===== config.mk =====
export PLATFORM = sky130hd
export DESIGN_NAME = instruction_fetch_unit
export DESIGN_NICKNAME = d
export VERILOG_FILES = /design/src/rtl/instruction_fetch_unit.sv
export SDC_FILE = /design/constraint.sdc
export NUM_CORES = 1
export LEC_CHECK = 0
export ABC_AREA = 1
export CAP_MARGIN = 40
export CORE_MARGIN = 5
export CORE_UTILIZATION = 47
export DETAILED_ROUTE_END_ITERATION = 10
export HOLD_SLACK_MARGIN = 0.06
export PLACE_DENSITY = 0.82
export SYNTH_ARGS = -nofsm -noshare
export SYNTH_HDL_FRONTEND = slang
export SYNTH_SLANG_ARGS = --single-unit

===== constraint.sdc =====
create_clock -name Clk -period 1.8 [get_ports Clk]
set_input_delay 0.18 -clock Clk [delete_from_list [all_inputs] [get_ports Clk]]
set_output_delay 0.18 -clock Clk [all_outputs]
set_load 0.03 [all_outputs]

===== src/rtl/instruction_fetch_unit.sv =====
// rtl/instruction_fetch_unit.sv - MIPS fetch stage: PC, instruction memory address, IF/ID register
//
// Ports:
//   Clk, Reset                 clock, asynchronous active-low reset
//   Stall, Flush               hazard-unit hold of PC+IF/ID, squash of IF/ID
//   BranchTaken, BranchTarget  resolved taken branch and its byte address
//   Jump, JumpTarget           decoded jump and its byte address
//   ImemAddress                byte address to instruction memory (= PC)
//   ImemInstruction            combinational word from instruction memory
//   IF_ID_Instruction          registered instruction
//   IF_ID_PCPlus4              registered PC+4 of that instruction
//   IF_ID_Valid                IF/ID holds a real instruction
//   Halted                     fetch frozen by a halt word
//   MisalignErr                sticky: a redirect target had nonzero low bits
//   FetchCount                 valid instructions latched into IF/ID

module instruction_fetch_unit #(
    parameter logic [31:0] RESET_PC  = 32'h0000_0000,
    parameter logic [31:0] HALT_WORD = 32'hFC00_0000,
    parameter logic [31:0] NOP_WORD  = 32'h0000_0000
) (
    input  logic        Clk,
    input  logic        Reset,
    input  logic        Stall,
    input  logic        Flush,
    input  logic        BranchTaken,
    input  logic [31:0] BranchTarget,
    input  logic        Jump,
    input  logic [31:0] JumpTarget,
    output logic [31:0] ImemAddress,
    input  logic [31:0] ImemInstruction,
    output logic [31:0] IF_ID_Instruction,
    output logic [31:0] IF_ID_PCPlus4,
    output logic        IF_ID_Valid,
    output logic        Halted,
    output logic        MisalignErr,
    output logic [31:0] FetchCount
);

    typedef enum logic {
        ST_RUN,
        ST_HALTED
    } state_t;

    state_t      state_q, state_d;
    logic [31:0] pc_q, pc_d;
    logic [31:0] instr_q, instr_d;
    logic [31:0] pc4_q, pc4_d;
    logic        valid_q, valid_d;
    logic        misalign_q, misalign_d;
    logic [31:0] count_q, count_d;

    logic        redirect;
    logic [31:0] target_raw;
    logic [31:0] pc_plus4;

    assign redirect   = BranchTaken | Jump;
    // The branch is the older instruction, so it wins over a same-cycle jump.
    assign target_raw = BranchTaken ? BranchTarget : JumpTarget;
    assign pc_plus4   = pc_q + 32'd4;

    always_comb begin
        state_d    = state_q;
        pc_d       = pc_q;
        instr_d    = instr_q;
        pc4_d      = pc4_q;
        valid_d    = valid_q;
        misalign_d = misalign_q;
        count_d    = count_q;

        if (redirect) begin
            pc_d    = {target_raw[31:2], 2'b00};
            instr_d = NOP_WORD;
            pc4_d   = 32'd0;
            valid_d = 1'b0;
            state_d = ST_RUN;
            if (target_raw[1:0] != 2'b00) begin
                misalign_d = 1'b1;
            end
        end else if (Stall) begin
            if (Flush) begin
                instr_d = NOP_WORD;
                pc4_d   = 32'd0;
                valid_d = 1'b0;
            end
        end else if (state_q == ST_HALTED) begin
            instr_d = NOP_WORD;
            pc4_d   = 32'd0;
            valid_d = 1'b0;
        end else if (Flush) begin
            instr_d = NOP_WORD;
            pc4_d   = 32'd0;
            valid_d = 1'b0;
            pc_d    = pc_plus4;
        end else begin
            instr_d = ImemInstruction;
            pc4_d   = pc_plus4;
            valid_d = 1'b1;
            count_d = count_q + 32'd1;
            // The halt word itself is delivered downstream; fetch then parks on it.
            if (ImemInstruction == HALT_WORD) begin
                state_d = ST_HALTED;
            end else begin
                pc_d = pc_plus4;
            end
        end
    end

    always_ff @(posedge Clk or negedge Reset) begin
        if (!Reset) begin
            state_q    <= ST_RUN;
            pc_q       <= RESET_PC;
            instr_q    <= NOP_WORD;
            pc4_q      <= 32'd0;
            valid_q    <= 1'b0;
            misalign_q <= 1'b0;
            count_q    <= 32'd0;
        end else begin
            state_q    <= state_d;
            pc_q       <= pc_d;
            instr_q    <= instr_d;
            pc4_q      <= pc4_d;
            valid_q    <= valid_d;
            misalign_q <= misalign_d;
            count_q    <= count_d;
        end
    end

    assign ImemAddress       = pc_q;
    assign IF_ID_Instruction = instr_q;
    assign IF_ID_PCPlus4     = pc4_q;
    assign IF_ID_Valid       = valid_q;
    assign Halted            = (state_q == ST_HALTED);
    assign MisalignErr       = misalign_q;
    assign FetchCount        = count_q;

endmodule


==> key figures, run 1 <==
Route
  – Iter 0 DRT Violations: 657
  – DRC errors left: 0
  – DR vias/cell: 5.396
  – Metal3 WL: 1941 um
  – Routed wire per std cell: 17.02 um
  – Met1 Routed Length: 9480 um
  – Overall routed net length: 23380 um
  – Drt pass-1 iters: 6
  – Top sig layer: met4
  – Met2 wire len: 11380 um
  – Post-route antenna net violation count: 0
  – Via count: 7414

Clocking
  – Htree depth: 4
  – CTS clk-pin slew, worst paths: 0.05 ns
  – Total CTS buffers: 17
  – CTS Root Buffer Type: clkbuf_16
  – Max Root-Sink Buffers: 2
  – CTS tree: built
  – Worst-Skew Late Latency: 0.43 ns
  – Clock sinks: 128

Finish
  – Nets: 1283
  – Syn-to-layout area delta: 47.91%
  – Fraction of layout instances using a drive strength above 1: 9.160%
  – Antenna cells: 0
  – Most frequent cells in the layout: 307 x nand2_1, 200 x clkdlybuf4s50_1, 125 x dfrtp_1, 117 x nand3_1, 71 x inv_1
  – Leading cell type in the layout, fill and taps excluded: nand2_1
  – Layout Cells excl Fill: 1374

STA
  – Period Utilization, post-route: 98.38%
  – Fmax: 564.7 MHz
  – Tightest Pin Transition: 0.6584 ns
  – Endpoints failing setup: 0
  – Hold WS: 0.2075 ns
  – Worst Skew: 0.01244 ns
  – Slew HR: 56.06%
  – Final hold vios: 0
  – Unrepaired setup endpoints after global routing: true
  – Fin crit period: 1.771 ns
  – Fin. max-slew vios: 0

Global route
  – Vias in the first global route: 7247
  – Largest net degree at the start of global routing: 53
  – Antenna violations before repair: 0
  – Total congestion overflow: 0
  – Global-route wire length before repair: 37560 um
  – Global-route total usage across every layer: 26.55%

Floorplanning
  – Die ar.: 0.01754 sq mm
  – Chip Height: 132.4 um
  – Cell row count: 44
  – Initial Utilization: 48.11%
  – Die Wd: 132.4 um
  – Placeable core region: 0.01464 sq mm
  – I/O pins: 233

Critical path
  – Critical path cell sequence: clkdlybuf4s50_1
  – Top cell family by delay on the critical path: buffers and inverters
  – Slowest cell delay on critical path: 0.72 ns
  – Crit start category: register
  – Worst Path Arrival: 1.59 ns
  – Crit. End Element: output pin
  – Slowest CP cell: clkdlybuf4s50_1
  – Crit-path max FO: 5
  – WP data required: 1.62 ns
  – CP Class: reg2out
  – Crit path buffers/inverters: 1

Placement
  – Buffers on Ports: 230
  – Final HPWL DP: 17500 um
  – GP Congestion: 0.9653
  – Inst Count DP: 1342

Power
  – Clk pwr share: 39.7%
  – Pwr Density: 829.0 mW/mm^2
  – P_sw: 2.560 mW
  – Power share of the sequential group: 38.4%
  – P_leak: 5.069 nW
  – Sw frac: 29.63%
  – Int Power: 6.079 mW
  – Max VDD drop: 808.8 uV
  – Combinational power share: 21.9%
  – PnR Total Power: 8.639 mW

Run status
  – Status: finished clean

Synth
  – Synth cell types: 36
  – Synth Area per Inst: 7.609 sq um
  – Synth Register Bits: 128
  – Synthesized area: 0.007046 sq mm
  – Yosys Warn Count: 0
  – Syn Inst Count: 926
  – Seq/Total Area, Yosys: 45.46%

Min path
  – HP Class: in2async

Run
  – Max-Cap Viols: 0
## worst paths after layout
path                                      start                to  slack (ns)  cells past startpoint
max in group asynchronous                 Reset   ImemAddress[10]        0.91                      3
worst min-delay path                      Reset  IF_ID_PCPlus4[2]        0.21                      2
worst max register to register   ImemAddress[3]   ImemAddress[16]        0.09                     10
min in group Clk                          Stall            Halted        0.22                      3
worst max-delay path            ImemAddress[14]   ImemAddress[14]        0.03                      1
worst min register to register      MisalignErr       MisalignErr        0.48                      2
## metal layers
layer / track usage (%) / vias up
met5: 0 / -
met4: 10.68 / 0
met3: 6.986 / 45
met2: 43.73 / 357
met1: 33.41 / 3483
li1: - / 3529
## kinds of logic after synthesis
group | synth area share (%)
adders and majority gates | 0.3551
DFF | 45.46
AOI/OAI and AO/OA | 8.808
and+or+nand+nor | 34.29
other | 0.05323
xor gates and xnor gates | 4.351
buffers and inverters | 6.677
## stage by stage
| stage | cell area, sq um | setup slack, ns | utilization (%) | TNS [ns] |
|---|---|---|---|---|
| after floorplan | 7049 | 0.004457 | - | 0 |
| after global placement | 9748 | -0.1215 | 66.57 | -3.614 |
| after detailed placement | 9748 | -0.1733 | 66.57 | -6.273 |
| after CTS | 10320 | 0.003073 | 70.51 | 0 |
| after global routing | 10420 | -0.05368 | 71.16 | -0.1177 |
| final | 10420 | 0.02912 | 71.16 | 0 |
## synthesized netlist by cell type (all sizes together)
cell type | instances | share of area, %
nand2 | 312 | 17
dfrtp | 128 | 45
nand3 | 118 | 8.5
nor2 | 88 | 5.7
inv | 72 | 3.8
o21ai | 40 | 2.8
a22oi | 27 | 2.9
xor2 | 27 | 3.4
clkbuf | 23 | 1.2
buf | 21 | 1.6
nor3 | 18 | 1.5
a32o | 16 | 2.3
nand4 | 8 | 0.92
xnor2 | 8 | 0.99
nand3b | 5 | 0.53
o211ai | 3 | 0.32
o21bai | 3 | 0.32
ha | 2 | 0.36
or2 | 2 | 0.18
a21oi | 1 | 0.071
and2 | 1 | 0.089
and3 | 1 | 0.089
conb | 1 | 0.053
o31ai | 1 | 0.11
## state kept, by name (all words and copies together), names as in the netlist
| signal | cells |
|---|---|
| FetchCount | 32 |
| IF_ID_Instruction | 32 |
| IF_ID_PCPlus4 | 31 |
| ImemAddress | 30 |
| Halted | 1 |
| IF_ID_Valid | 1 |
| MisalignErr | 1 |
## cell type report
class                   instances  area [sq um]
fillers                      1149          4223
multi-input cells             683          3421
flip-flops and latches        128          3207
repair buffers                277          2715
clock buffers                  23         467.9
inverters                      72         270.3
well taps                     184         230.2
clock inverters                 7         110.1
## what timing repair did
item	4_1_cts	5_1_grt
pin swaps	0	0
buffers inserted	0	1
hold endpoints to repair	78	0
hold buffers	1	0
resized for setup	9	31
endpoints found under the setup margin	9	32
cloned	0	0
## power by group through the flow
stage               clock, mW  combinational (mW)  sequential (mW)
global placement            0                1.87             3.35
finish                   3.43                1.90             3.32
CTS                      3.46                1.90             3.31
floorplan                   0               0.591             3.68
global route             3.60                2.05             3.35
detailed placement          0                1.89             3.36
No activity file was read; power rests on OpenSTA's default activity.
==> run 2: changes to the inputs <==
==> constraint.sdc (replaced) <==
create_clock -name Clk -period 1.89 [get_ports Clk]
set_input_delay 0.189 -clock Clk [delete_from_list [all_inputs] [get_ports Clk]]
set_output_delay 0.189 -clock Clk [all_outputs]
set_load 0.03 [all_outputs]
==> key figures, run 2 (synthesized netlist as in run 1, its figures left out) <==
Power
  – Pwr Density: 791.8 mW/mm^2
  – P_leak: 4.767 nW
  – Max VDD drop: 720.7 uV

Run status
  – Status: finished clean

Min path
  – HP Class: in2reg

Global route
  – Antenna violations before repair: 0
  – Global-route total usage across every layer: 26.32%
  – Largest net degree at the start of global routing: 55
  – Total congestion overflow: 0
  – Global-route wire length before repair: 37230 um
  – Vias in the first global route: 7170

Critical path
  – Critical path cell sequence: clkdlybuf4s50_1
  – Crit start category: register
  – Crit. End Element: output pin
  – Worst Path Arrival: 1.64 ns
  – Slowest cell delay on critical path: 0.75 ns
  – Top cell family by delay on the critical path: buffers and inverters
  – Crit-path max FO: 6
  – Slowest CP cell: clkdlybuf4s50_1
  – Crit path buffers/inverters: 1
  – WP data required: 1.70 ns
  – CP Class: reg2out

Route
  – Routed wire per std cell: 16.79 um
  – DR vias/cell: 5.403
  – Overall routed net length: 22970 um
  – Post-route antenna net violation count: 0
  – DRC errors left: 0
  – Iter 0 DRT Violations: 587
  – Via count: 7391
  – Drt pass-1 iters: 5

Clocking
  – Total CTS buffers: 17
  – CTS tree: built
  – CTS Root Buffer Type: clkbuf_16
  – Max Root-Sink Buffers: 2
  – Postcts setup bufs: 0
  – Clock sinks: 128
  – CTS clk-pin slew, worst paths: 0.05 ns
  – Worst-Skew Late Latency: 0.42 ns
  – Htree depth: 4

STA
  – Fin Setup TNS: 0 ns
  – Fin. max-slew vios: 0
  – Tightest Pin Transition: 0.6385 ns
  – Period Utilization, post-route: 96.90%
  – Fmax: 546.0 MHz
  – Slew HR: 57.39%
  – Endpoints failing setup: 0
  – Worst Skew: 0.008469 ns
  – Fin crit period: 1.831 ns
  – Unrepaired setup endpoints after global routing: false
  – Final hold vios: 0

Finish
  – Antenna cells: 0
  – Fill cell count: 1171
  – Leading cell type in the layout, fill and taps excluded: nand2_1
  – Nets: 1276
  – Most frequent cells in the layout: 307 x nand2_1, 228 x clkdlybuf4s50_1, 127 x dfrtp_1, 116 x nand3_1, 73 x nor2_1
  – Fraction of layout instances using a drive strength above 1: 8.277%
  – Syn-to-layout area delta: 46.94%
  – Layout Cells excl Fill: 1368

Floorplanning
  – I/O pins: 233
  – Placeable core region: 0.01464 sq mm
  – Cell row count: 44
  – Chip Height: 132.4 um
  – Die ar.: 0.01754 sq mm
  – Die Wd: 132.4 um
  – Initial Utilization: 48.11%

Run
  – Max-Cap Viols: 0

Placement
  – Buffers on Ports: 230
  – GP Congestion: 0.9529
  – Final HPWL DP: 17040 um
  – Inst Count DP: 1336
[run 2: cell types whose count changed in the layout (fill, tap and decap cells not counted), sizes merged]
| cell | change |
|---|---|
| dlymetal6s2s | -19 |
| bufinv | -1 |
| clkdlybuf4s50 | +28 |
| clkbuf | +2 |
| buf | -7 |
| dlygate4sd2 | -9 |
[run 2: final timing paths]
path,startpoint,end,slack [ns],cells after the start
worst max-delay path,ImemAddress[20],ImemAddress[20],0.06,1
worst min-delay path,Stall,Halted,0.24,3
worst max register to register,ImemAddress[3],ImemAddress[14],0.15,10
worst min register to register,MisalignErr,MisalignErr,0.47,2
max in group asynchronous,Reset,ImemAddress[10],0.94,3
min in group asynchronous,Reset,IF_ID_PCPlus4[4],0.30,2
[run 2: repair_timing]
item,4_1_cts,5_1_grt
resized for setup,0,4
hold buffers,1,0
setup endpoints to repair,0,7
endpoints found under the hold margin,51,0
[run 2: power breakdown]
group | internal [mW] | leakage (nW) | switching (mW)
logic | 0.765 | 2.79 | 1.06
registers | 2.92 | 1.69 | 0.247
clock network | 2.06 | 0.287 | 1.14
[run 2: final cells by class]
type / count / area [sq um] / area share [%]
Multi-Input combinational cell: 683 / 3396 / 32.80
Sequential cell: 128 / 3204 / 30.95
Timing Repair Buffer: 270 / 2676 / 25.85
Clock buffer: 25 / 495.5 / 4.786
Inverter: 72 / 270.3 / 2.611
Tap cell: 184 / 230.2 / 2.224
Clock inverter: 6 / 80.08 / 0.7735
[run 2: metal layers]
layer,share of wire (%),GRT usage [%],up-vias
met3,8.0,6.530,49
li1,-,-,3517
met5,0,0,-
met2,48,44.61,339
met1,41,32.70,3486
met4,2.6,9.584,0
[run 2: tightest hold or removal path, stage by stage]
cell	delay [ns]
buf_2	0.11
buf_4	0.20
a21oi_1	0.09
[run 2: stage by stage]
step	utilization, %	total power, mW	hold slack, ns	area, sq um	worst slack, ns
floorplan	-	4.068	-0.1066	7049	0.09446
global placement	66.60	4.963	0.1745	9753	0.0009385
detailed placement	66.60	4.998	0.1814	9753	-0.03575
CTS	70.60	8.219	0.2192	10340	0.05656
global route	70.69	8.506	0.2427	10350	0.001312
finish	70.69	8.197	0.2384	10350	0.05862
==> run 3: changes to the inputs <==
--- a/config.mk
+++ b/config.mk
@@ -8,10 +8,10 @@
 export ABC_AREA = 1
 export CAP_MARGIN = 40
 export CORE_MARGIN = 5
-export CORE_UTILIZATION = 47
+export CORE_UTILIZATION = 43
 export DETAILED_ROUTE_END_ITERATION = 10
 export HOLD_SLACK_MARGIN = 0.06
-export PLACE_DENSITY = 0.82
+export PLACE_DENSITY = 0.76
 export SYNTH_ARGS = -nofsm -noshare
 export SYNTH_HDL_FRONTEND = slang
 export SYNTH_SLANG_ARGS = --single-unit
==> key figures, run 3 (synthesized netlist as in run 1, its figures left out) <==
Power
  – PnR Total Power: 8.122 mW
  – P_leak: 4.751 nW
  – Max VDD drop: 627.1 uV
  – Pwr Density: 786.0 mW/mm^2

STA
  – Worst Skew: 0.005742 ns
  – Unrepaired setup endpoints after global routing: true
  – Hold WS: 0.2816 ns
  – Fin. max-slew vios: 0
  – Final hold vios: 0
  – Fin crit period: 1.829 ns
  – Tightest Pin Transition: 0.5596 ns
  – Fin Setup TNS: 0 ns
  – Period Utilization, post-route: 96.75%
  – Slew HR: 62.69%
  – Fmax: 546.9 MHz
  – Endpoints failing setup: 0

Critical path
  – Slowest cell delay on critical path: 0.74 ns
  – Crit start category: register
  – Crit-path max FO: 5
  – Slowest CP cell: clkdlybuf4s50_1
  – Top cell family by delay on the critical path: buffers and inverters
  – WP data required: 1.70 ns
  – Worst Path Arrival: 1.64 ns
  – Critical path cell sequence: clkdlybuf4s50_1
  – Crit path buffers/inverters: 1
  – CP Class: reg2out
  – Crit. End Element: output pin

Global route
  – Global-route wire length before repair: 37660 um
  – Global-route total usage across every layer: 24.32%
  – Largest net degree at the start of global routing: 58
  – Total congestion overflow: 0
  – Antenna violations before repair: 0
  – Vias in the first global route: 7121

Floorplanning
  – Die ar.: 0.01905 sq mm
  – Chip Height: 138.0 um
  – Placeable core region: 0.01600 sq mm
  – Die Wd: 138.0 um
  – Initial Utilization: 44.03%
  – I/O pins: 233
  – Cell row count: 46

Finish
  – Post-layout util: 64.58%
  – Fraction of layout instances using a drive strength above 1: 7.980%
  – Area of the multi-input gates: 0.003421 sq mm
  – Most frequent cells in the layout: 306 x nand2_1, 227 x clkdlybuf4s50_1, 126 x dfrtp_1, 117 x nand3_1, 73 x nor2_1
  – Seq. cell area: 0.003206 sq mm
  – Syn-to-layout area delta: 46.65%
  – Leading cell type in the layout, fill and taps excluded: nand2_1
  – Antenna cells: 0
  – Fill cell count: 1436
  – Nets: 1270

Route
  – Top sig layer: met4
  – Met1 Routed Length: 10010 um
  – Via count: 7249
  – Iter 0 DRT Violations: 554
  – Post-route antenna net violation count: 0
  – Metal3 WL: 1888 um
  – DR vias/cell: 5.200
  – Drt pass-1 iters: 5
  – Overall routed net length: 23610 um
  – Routed wire per std cell: 16.93 um
  – DRC errors left: 0
  – Met2 wire len: 11060 um

Run
  – Max-Cap Viols: 0

Placement
  – GP Congestion: 0.9356
  – Final HPWL DP: 17400 um
  – Buffers on Ports: 230

Clocking
  – CTS tree: built
  – Max Root-Sink Buffers: 2
  – Clock sinks: 128
  – CTS Root Buffer Type: clkbuf_16
  – Htree depth: 4
  – CTS clk-pin slew, worst paths: 0.05 ns
  – Worst-Skew Late Latency: 0.42 ns
  – Total CTS buffers: 17

Run status
  – Status: finished clean

Min path
  – HP Class: in2reg
[run 3: cell types whose count changed in the layout (fill, tap and decap cells not counted), sizes merged]
cell,before,now
clkdlybuf4s50,228,227
clkbuf,25,24
dlymetal6s2s,0,1
clkinv,4,5
buf,41,35
[run 3: final timing paths]
| kind | from | to | slack, ns | cells after the start |
|---|---|---|---|---|
| worst max-delay path | ImemAddress[14] | ImemAddress[14] | 0.06 | 1 |
| worst min-delay path | Stall | Halted | 0.28 | 3 |
| worst max register to register | ImemAddress[3] | ImemAddress[16] | 0.09 | 10 |
| worst min register to register | MisalignErr | MisalignErr | 0.51 | 2 |
| max in group asynchronous | Reset | FetchCount[21] | 0.90 | 3 |
| min in group asynchronous | Reset | ImemAddress[3] | 0.30 | 2 |
[run 3: area by class of cell]
class | count | area share, %
inverter | 72 | 2.616
multi-input combinational | 683 | 33.11
clock buffer | 24 | 4.565
clock inverter | 7 | 0.8234
timing repair buffer | 264 | 25.25
sequential | 128 | 31.02
tap | 216 | 2.616
[run 3: through the flow]
step	cell area [sq um]	setup slack (ns)	instances
after detailed placement	9716	-0.07708	1361
after global placement	9716	-0.06566	1361
final	10330	0.06142	1394
after floorplan	7049	0.09446	927
after CTS	10280	0.04512	1393
after global routing	10330	-0.01351	1394
[run 3: repair_timing]
action / CTS / global route
endpoints found under the hold margin: 54 / 0
hold buffers: 1 / 0
setup endpoints to repair: 0 / 14
gates resized for setup: 0 / 11
setup buffers: 0 / 1
[run 3: power breakdown]
group / total [mW] / internal, mW / switching, mW
clock network: 3.15 / 1.99 / 1.16
registers: 3.17 / 2.92 / 0.252
logic: 1.80 / 0.750 / 1.05
[run 3: worst register-to-register path: stages (launching register included)]
cell	delay (ns)
dfrtp_1	0.41
ha_2	0.22
nand2_1	0.09
nor2_4	0.19
nand2_1	0.12
nor2_2	0.22
xor2_1	0.25
nand2_1	0.08
nand2_1	0.06
nand2_1	0.04
nand2_1	0.05
[run 3: metal layers]
layer,up-vias,GRT usage [%]
met5,-,0
met4,0,8.892
met3,42,6.759
met2,319,39.03
met1,3389,31.60
li1,3499,-
